### src/rtl/word_port_pkg.sv
// word_port_pkg: shared types for the word/port bridge.
// Command ops, engine states and the serial beat-count helper.
package word_port_pkg;

  typedef enum logic [1:0] {
    OP_WRITE = 2'd0,
    OP_READ  = 2'd1,
    OP_RUN   = 2'd2,
    OP_RSV   = 2'd3
  } op_e;

  typedef enum logic [2:0] {
    S_IDLE,
    S_WR,
    S_RD_ISSUE,
    S_RD_DRAIN,
    S_RUN_ARM,
    S_RUN_BUSY,
    S_RESP
  } state_e;

  // Port beats needed to carry one register-file word.
  function automatic int ser_sz(input int wordsz, input int portw);
    return (wordsz + portw - 1) / portw;
  endfunction

endpackage

### src/rtl/word_port_gather.sv
// word_port_gather: collects serial read beats into one word.
// Ports: clk/rst, i_clr (new command), i_cap_en (beats may land),
// i_tmo_en (drain phase), i_rdata/i_rdata_valid (port beats),
// o_done (all beats in), o_tmo (drain expired), o_data (word).
module word_port_gather
  import word_port_pkg::*;
#(
  parameter int WORDSZ     = 384,
  parameter int PORTW      = 64,
  parameter int SERSZ      = 6,
  parameter int RD_TIMEOUT = 16
) (
  input  logic              clk,
  input  logic              rst,
  input  logic              i_clr,
  input  logic              i_cap_en,
  input  logic              i_tmo_en,
  input  logic [PORTW-1:0]  i_rdata,
  input  logic              i_rdata_valid,
  output logic              o_done,
  output logic              o_tmo,
  output logic [WORDSZ-1:0] o_data
);

  localparam int SW   = $clog2(SERSZ + 1);
  localparam int TW   = $clog2(RD_TIMEOUT + 1);
  localparam int PADW = SERSZ * PORTW;

  logic [SW-1:0]   r_slot;
  logic [TW-1:0]   r_tmo;
  logic [PADW-1:0] r_asm;
  logic            w_take;

  // Beats past the last slot are dropped.
  assign w_take = i_cap_en && i_rdata_valid && !o_done;
  assign o_done = (r_slot == SW'(SERSZ));
  assign o_tmo  = (r_tmo == TW'(RD_TIMEOUT));
  assign o_data = r_asm[WORDSZ-1:0];

  always_ff @(posedge clk or posedge rst) begin
    if (rst) begin
      r_slot <= '0;
      r_tmo  <= '0;
      r_asm  <= '0;
    end else if (i_clr) begin
      r_slot <= '0;
      r_tmo  <= '0;
      r_asm  <= '0;
    end else begin
      if (w_take) begin
        r_asm[int'(r_slot) * PORTW +: PORTW] <= i_rdata;
        r_slot <= r_slot + SW'(1);
      end
      if (i_tmo_en && !o_tmo)
        r_tmo <= r_tmo + TW'(1);
    end
  end

endmodule

### src/rtl/word_port_bridge.sv
// word_port_bridge: moves register-file words over a narrow serial
// port into micro_top cores and launches/times functions.
// Ports: req_* command in (valid/ready), rsp_* response out,
// chip_sel/wen/waddr/wdata/ren/raddr/rdata/rdata_valid serial port,
// funcid/start/busy function launch.
module word_port_bridge
  import word_port_pkg::*;
#(
  parameter int WORDSZ     = 384,
  parameter int PORTW      = 64,
  parameter int PORTAW     = 16,
  parameter int RFSZLOG2   = 8,
  parameter int BEATLOG2   = 5,
  parameter int CORE_NUM   = 4,
  parameter int CORELOG2   = 2,
  parameter int FUNCIDW    = 6,
  parameter int RD_TIMEOUT = 16,
  parameter int CYCW       = 32
) (
  input  logic                clk,
  input  logic                rst,
  input  logic                req_valid,
  output logic                req_ready,
  input  logic [1:0]          req_op,
  input  logic                req_bcast,
  input  logic [CORELOG2-1:0] req_core,
  input  logic [RFSZLOG2-1:0] req_addr,
  input  logic [FUNCIDW-1:0]  req_funcid,
  input  logic [WORDSZ-1:0]   req_wdata,
  output logic                rsp_valid,
  input  logic                rsp_ready,
  output logic [WORDSZ-1:0]   rsp_rdata,
  output logic [CYCW-1:0]     rsp_cycles,
  output logic                rsp_err,
  output logic [CORELOG2-1:0] chip_sel,
  output logic                wen,
  output logic [PORTAW-1:0]   waddr,
  output logic [PORTW-1:0]    wdata,
  output logic                ren,
  output logic [PORTAW-1:0]   raddr,
  input  logic [PORTW-1:0]    rdata,
  input  logic                rdata_valid,
  output logic [FUNCIDW-1:0]  funcid,
  output logic                start,
  input  logic                busy
);

  localparam int SERSZ = ser_sz(WORDSZ, PORTW);
  localparam int BW    = $clog2(SERSZ + 1);
  localparam int PADW  = SERSZ * PORTW;

  state_e              r_state;
  state_e              w_next;
  logic                r_bcast;
  logic [CORELOG2-1:0] r_csel;
  logic [RFSZLOG2-1:0] r_addr;
  logic [FUNCIDW-1:0]  r_funcid;
  logic [PADW-1:0]     r_wpad;
  logic [BW-1:0]       r_beat;
  logic [CYCW-1:0]     r_cyc;
  logic                r_err;

  op_e                 w_op;
  logic                w_acc;
  logic                w_bad;
  logic                w_seq_end;
  logic                w_last_core;
  logic                w_arm_tmo;
  logic                w_g_done;
  logic                w_g_tmo;
  logic                w_cap_en;
  logic                w_tmo_en;
  logic [PORTAW-1:0]   w_beat_addr;
  logic [WORDSZ-1:0]   w_g_data;

  assign w_op      = op_e'(req_op);
  assign req_ready = (r_state == S_IDLE) && !rst;
  assign w_acc     = req_valid && req_ready;
  assign w_bad     = (w_op == OP_RSV) ||
                     (!req_bcast && 32'(req_core) >= CORE_NUM);

  assign w_seq_end   = (r_beat == BW'(SERSZ - 1));
  assign w_last_core = !r_bcast ||
                       (r_csel == CORELOG2'(CORE_NUM - 1));
  assign w_arm_tmo   = (r_cyc == CYCW'(RD_TIMEOUT - 1));
  assign w_beat_addr = (PORTAW'(r_addr) << BEATLOG2) +
                       PORTAW'(r_beat);

  assign w_cap_en = (r_state == S_RD_ISSUE) ||
                    (r_state == S_RD_DRAIN);
  assign w_tmo_en = (r_state == S_RD_DRAIN);

  word_port_gather #(
    .WORDSZ     (WORDSZ),
    .PORTW      (PORTW),
    .SERSZ      (SERSZ),
    .RD_TIMEOUT (RD_TIMEOUT)
  ) u_gather (
    .clk           (clk),
    .rst           (rst),
    .i_clr         (w_acc),
    .i_cap_en      (w_cap_en),
    .i_tmo_en      (w_tmo_en),
    .i_rdata       (rdata),
    .i_rdata_valid (rdata_valid),
    .o_done        (w_g_done),
    .o_tmo         (w_g_tmo),
    .o_data        (w_g_data)
  );

  always_ff @(posedge clk or posedge rst) begin
    if (rst) r_state <= S_IDLE;
    else     r_state <= w_next;
  end

  always_comb begin
    w_next = r_state;
    unique case (r_state)
      S_IDLE: begin
        if (w_acc) begin
          if (w_bad) w_next = S_RESP;
          else begin
            unique case (w_op)
              OP_WRITE: w_next = S_WR;
              OP_READ:  w_next = S_RD_ISSUE;
              OP_RUN:   w_next = S_RUN_ARM;
              default:  w_next = S_RESP;
            endcase
          end
        end
      end
      S_WR:
        if (w_seq_end && w_last_core) w_next = S_RESP;
      S_RD_ISSUE:
        if (w_seq_end) w_next = S_RD_DRAIN;
      S_RD_DRAIN:
        if (w_g_done || w_g_tmo) w_next = S_RESP;
      S_RUN_ARM:
        if (busy) w_next = S_RUN_BUSY;
        else if (w_arm_tmo) w_next = S_RESP;
      S_RUN_BUSY:
        if (!busy) w_next = S_RESP;
      S_RESP:
        if (rsp_ready) w_next = S_IDLE;
      default: w_next = S_IDLE;
    endcase
  end

  always_comb begin
    wen       = 1'b0;
    ren       = 1'b0;
    waddr     = '0;
    raddr     = '0;
    wdata     = '0;
    start     = 1'b0;
    funcid    = '0;
    rsp_valid = (r_state == S_RESP);
    unique case (r_state)
      S_WR: begin
        wen   = 1'b1;
        waddr = w_beat_addr;
        wdata = r_wpad[int'(r_beat) * PORTW +: PORTW];
      end
      S_RD_ISSUE: begin
        ren   = 1'b1;
        raddr = w_beat_addr;
      end
      S_RUN_ARM: begin
        start  = 1'b1;
        funcid = r_funcid;
      end
      default: ;
    endcase
  end

  assign chip_sel   = r_csel;
  assign rsp_rdata  = w_g_data;
  assign rsp_cycles = r_cyc;
  assign rsp_err    = r_err;

  always_ff @(posedge clk or posedge rst) begin
    if (rst) begin
      r_bcast  <= 1'b0;
      r_csel   <= '0;
      r_addr   <= '0;
      r_funcid <= '0;
      r_wpad   <= '0;
      r_beat   <= '0;
      r_cyc    <= '0;
      r_err    <= 1'b0;
    end else begin
      unique case (r_state)
        S_IDLE: begin
          if (w_acc) begin
            r_bcast  <= req_bcast && (w_op == OP_WRITE);
            r_csel   <= (req_bcast && w_op == OP_WRITE) ?
                        '0 : req_core;
            r_addr   <= req_addr;
            r_funcid <= req_funcid;
            r_wpad   <= PADW'(req_wdata);
            r_beat   <= '0;
            r_cyc    <= '0;
            r_err    <= w_bad;
          end
        end
        S_WR: begin
          if (w_seq_end) begin
            r_beat <= '0;
            if (!w_last_core) r_csel <= r_csel + CORELOG2'(1);
          end else begin
            r_beat <= r_beat + BW'(1);
          end
        end
        S_RD_ISSUE:
          r_beat <= w_seq_end ? '0 : r_beat + BW'(1);
        S_RD_DRAIN:
          r_err <= w_g_tmo && !w_g_done;
        S_RUN_ARM: begin
          // The busy-rise cycle is itself the first busy cycle.
          if (busy) r_cyc <= CYCW'(1);
          else if (w_arm_tmo) begin
            r_cyc <= '0;
            r_err <= 1'b1;
          end else r_cyc <= r_cyc + CYCW'(1);
        end
        S_RUN_BUSY:
          if (busy && !(&r_cyc)) r_cyc <= r_cyc + CYCW'(1);
        default: ;
      endcase
    end
  end

endmodule

### config.mk
export PLATFORM = sky130hd
export DESIGN_NAME = word_port_bridge
export DESIGN_NICKNAME = d
export VERILOG_FILES = /design/src/rtl/word_port_pkg.sv /design/src/rtl/word_port_gather.sv /design/src/rtl/word_port_bridge.sv
export SDC_FILE = /design/constraint.sdc
export NUM_CORES = 2
export LEC_CHECK = 0
export ABC_AREA = 1
export CAP_MARGIN = 20
export CORE_AREA = 2 2 393 395
export CTS_CLUSTER_DIAMETER = 120
export CTS_CLUSTER_SIZE = 8
export DETAILED_ROUTE_END_ITERATION = 16
export DIE_AREA = 0 0 395 397
export MAX_ROUTING_LAYER = met4
export PLACE_DENSITY = 0.43
export REMOVE_ABC_BUFFERS = 1
export SYNTH_ARGS = -nofsm -noshare
export SYNTH_HDL_FRONTEND = slang
export SYNTH_SLANG_ARGS = --single-unit
### constraint.sdc
create_clock -name clk -period 56.1 [get_ports clk]
set_input_delay 11.22 -clock clk [delete_from_list [all_inputs] [get_ports clk]]
set_output_delay 11.22 -clock clk [all_outputs]
set_load 0.005 [all_outputs]
==> summary.md <==
| Metric | Value |
|---|---|
| Status | `complete, no violations` |
| # rows | `144` |
| Die width | `395 um` |
| Crit end category | `primary output` |
| Final Hold Violating Endpoints | `0` |
| Compound-Gate Fraction of Synth Area | `0.128` |
| Critical Path, Cell by Cell | `clkdlybuf4s50_1 > nor2_4 > clkdlybuf4s50_1` |
| Post-Synth Adder-Cell Area | `0.00269` |
| # clock sinks | `832` |
| Power Dens Cells | `49.0 nW/um^2` |
| Non-Filler Instances | `7494` |
| FILL cells | `16000` |
| Antenna Nets Post-Route | `0` |
| Clock root buffer | `clkbuf_16` |
| Layout Nets | `5866` |
| Ys flop type | `dfrtp_1` |
| Vias in the first global route | `34600` |
| Crit path max-delay cell type | `clkdlybuf4s50_1` |
| CP max stage delay | `roughly 590 ps` |
| Post_cts resized | `0` |
| H-tree depth | `3` |
| Mapped Avg Cell Area | `around 8.2 um^2` |
| Hold crit path type | `reg2reg` |
| PnR worst setup slack | `between 30000 and 40000 ps` |
| Worst slew margin | `0.298` |
| Initial drt markers | `approximately 2500` |
| Detailed-route DRC error count | `0` |
| Min cycle time layout | `23820 ps` |
| P_leak | `23.0 nW` |
| Hold-fix buffers, CTS | `0` |
| Port-buffer cells | `988` |
| Worst slack at placement | `32280 ps` |
| CP Data Required Time | `44880 ps` |
| Top cell type's share of synthesized area | `0.560` |
| Post-synthesis async set-or-reset flop share | `1.00` |
| Post-synthesis register bit count | `832` |
| Synth area leaders | `dfrtp_1 56%, nand2_1 14%, o21ai_0 7.6%` |
| Drt total wl | `around 180000 um` |
| Post-layout total power | `2.54 mW` |
| Critical path class | `in2out` |
| Slew Viols, Final | `0` |
| Post-Synth XOR/XNOR Area | `0.00424` |
| Congestion Overflow GR | `0` |
| Register area | `20800 um^2` |
| Vias | `35100` |
| Maxcap violations | `0` |
| Worst-Margin Slew | `1050 ps` |
| Inst Count DP | `7312` |
| Crit path max-delay family | `buffers and inverters` |
| Initial Util | `0.243` |
| Most frequent cell after synthesis | `nand2_1` |
| Post-synth EDFFs | `0` |
| Combinational family with the most area after synthesis | `simple AND/OR/NAND/NOR gates` |
| Post-CTS Setup Inserts | `0` |
| CTS tree | `yes` |
| Drt wl/cell | `23.7 um` |
| Post-synthesis sequential area ratio | `0.560` |
| RSZ-0062 raised after global routing | `false` |
| Tcrit/Tclk final | `0.425` |
| Total global-route track usage | `0.226` |
| CP max FO | `3` |
| Reg clk slew, reported paths | `60 ps` |
| Synth Instances | `around 4600` |
| End-of-flow core utilization | `0.339` |
| First-pass GRT wire length | `roughly 260000 um` |
| Post-synthesis mux area share | `0` |
| Initial antenna violation count | `68` |
| Largest net degree at the start of global routing | `173` |
| Worst-skew pair later-pin latency | `740 ps` |
| Max Clk Rate | `about 42 MHz` |
| First-pass DRT Iterations | `6` |
| Routability cong. | `0.884` |
| Clk buf depth | `3` |
| Core Area | `153000 um^2` |
| Area occupied by multi-input gates | `about 14000 um^2` |
| Synth Warn # | `0` |
| Buf/Inv on CP | `2` |
| Critical path data arrival time | `12600 ps` |
| Vias per cell | `4.68` |
| Final setup viols | `0` |
| Crit-path most repeated cell | `clkdlybuf4s50_1` |
| I/O pin total | `999` |
| Post-synthesis cell area | `approximately 37000 um^2` |
| Synth-to-Final Area Change | `39.3%` |
| Total die area | `157000 um^2` |
| Die height | `~400 um` |
| Clock skew | `74.8 ps` |
| CTS buffer count | `115` |
| Final TNS setup | `0 ps` |
| Synth Area in Simple Gates | `0.247` |
| Worst ir drop on vdd | `0.0000445 V` |
| DP Wirelength | `around 120000 um` |
| Crit start category | `input pin` |
| Post-synth top cells | `1415 x nand2_1, 832 x dfrtp_1, 568 x o21ai_0, 432 x nor2_1, 346 x nand3_1` |
| Share of cells above drive strength 1 | `0.0398` |
| Synth unique cells | `42` |
| Cell taking the most area after synthesis | `dfrtp_1` |
==> through the flow <==
step                instance area (um^2)  hold slack, ps
finish                             51800             471
global placement                   48600             456
floorplan                          35600             444
detailed placement                 48600             460
global route                       51800             485
CTS                                51700             474
==> final timing paths <==
check,depth (start not counted),slack (ps),startpoint,end
max,3,32280,rst,req_ready
min,2,470,r_wpad[172],r_wpad[172]
max reg2reg,8,50960,r_state[0],r_wpad[123]
min reg2reg,2,470,r_wpad[172],r_wpad[172]
max in group asynchronous,5,42000,rst,u_gather.o_data[164]
min in group asynchronous,2,11160,rst,r_wpad[304]
==> flip-flops by register name, indices dropped and copies added, names as in the netlist, 3 cells and up <==
name,cells
r_wpad,384
u_gather.o_data,384
rsp_cycles,32
r_addr,8
r_funcid,6
u_gather.r_tmo,5
r_beat,3
r_state,3
u_gather.r_slot,3
==> routing by layer <==
metal | global-route usage | up-vias | wire, um
met2 | 0.342 | 1229 | 80600
met1 | 0.278 | 17200 | 74700
met3 | 0.0878 | 213 | 17700
met5 | - | - | 0
met4 | 0.0680 | 0 | 4910
li1 | - | 16500 | -
==> logic make-up after synthesis <==
kind of cell             Yosys count
buffers and inverters            487
other                              1
AO/OA/AOI/OAI                    947
adder cells (fa/ha/maj)            8
AND/OR/NAND/NOR                 2268
flip-flops                       832
XOR/XNOR                          18
==> report_power, final <==
group / internal, mW / leakage (nW) / total [mW] / switching (mW)
Sequential: 0.816 / 10.8 / 0.937 / 0.121
Clock: 0.369 / 1.52 / 0.649 / 0.280
Combinational: 0.377 / 10.6 / 0.953 / 0.576
==> cell type report <==
| cell class | count | share of cell area |
|---|---|---|
| Timing Repair Buffer | 1038 | 0.199 |
| Clock inverter | 9 | 0.00326 |
| Antenna cell | 53 | 0.00256 |
| Sequential cell | 832 | 0.402 |
| Tap cell | 2044 | 0.0494 |
| Multi-Input combinational cell | 3251 | 0.277 |
| Inverter | 147 | 0.0110 |
| Clock buffer | 120 | 0.0565 |
==> worst register-to-register path: stages (launching register included) <==
cell     delay, ps
dfrtp_1        620
nor2_8         220
nand2_4        120
nor3_4         370
buf_4          740
buf_4          870
buf_4          750
buf_4          970
o21ai_0        300
==> cells in the final DEF (no fill, tap or decap), types with 48 or more instances in the layout <==
master / synthesis / routed
nand2_1: 1415 / 1412
clkdlybuf4s50_1: 0 / 988
dfrtp_1: 832 / 829
o21ai_0: 568 / 568
nor2_1: 432 / 432
nand3_1: 346 / 344
a21oi_1: 192 / 192
o21ai_1: 175 / 175
inv_1: 136 / 135
clkbuf_16: 0 / 116
diode_2: 0 / 53
buf_4: 24 / 48
(Power assumes the default switching activity.)
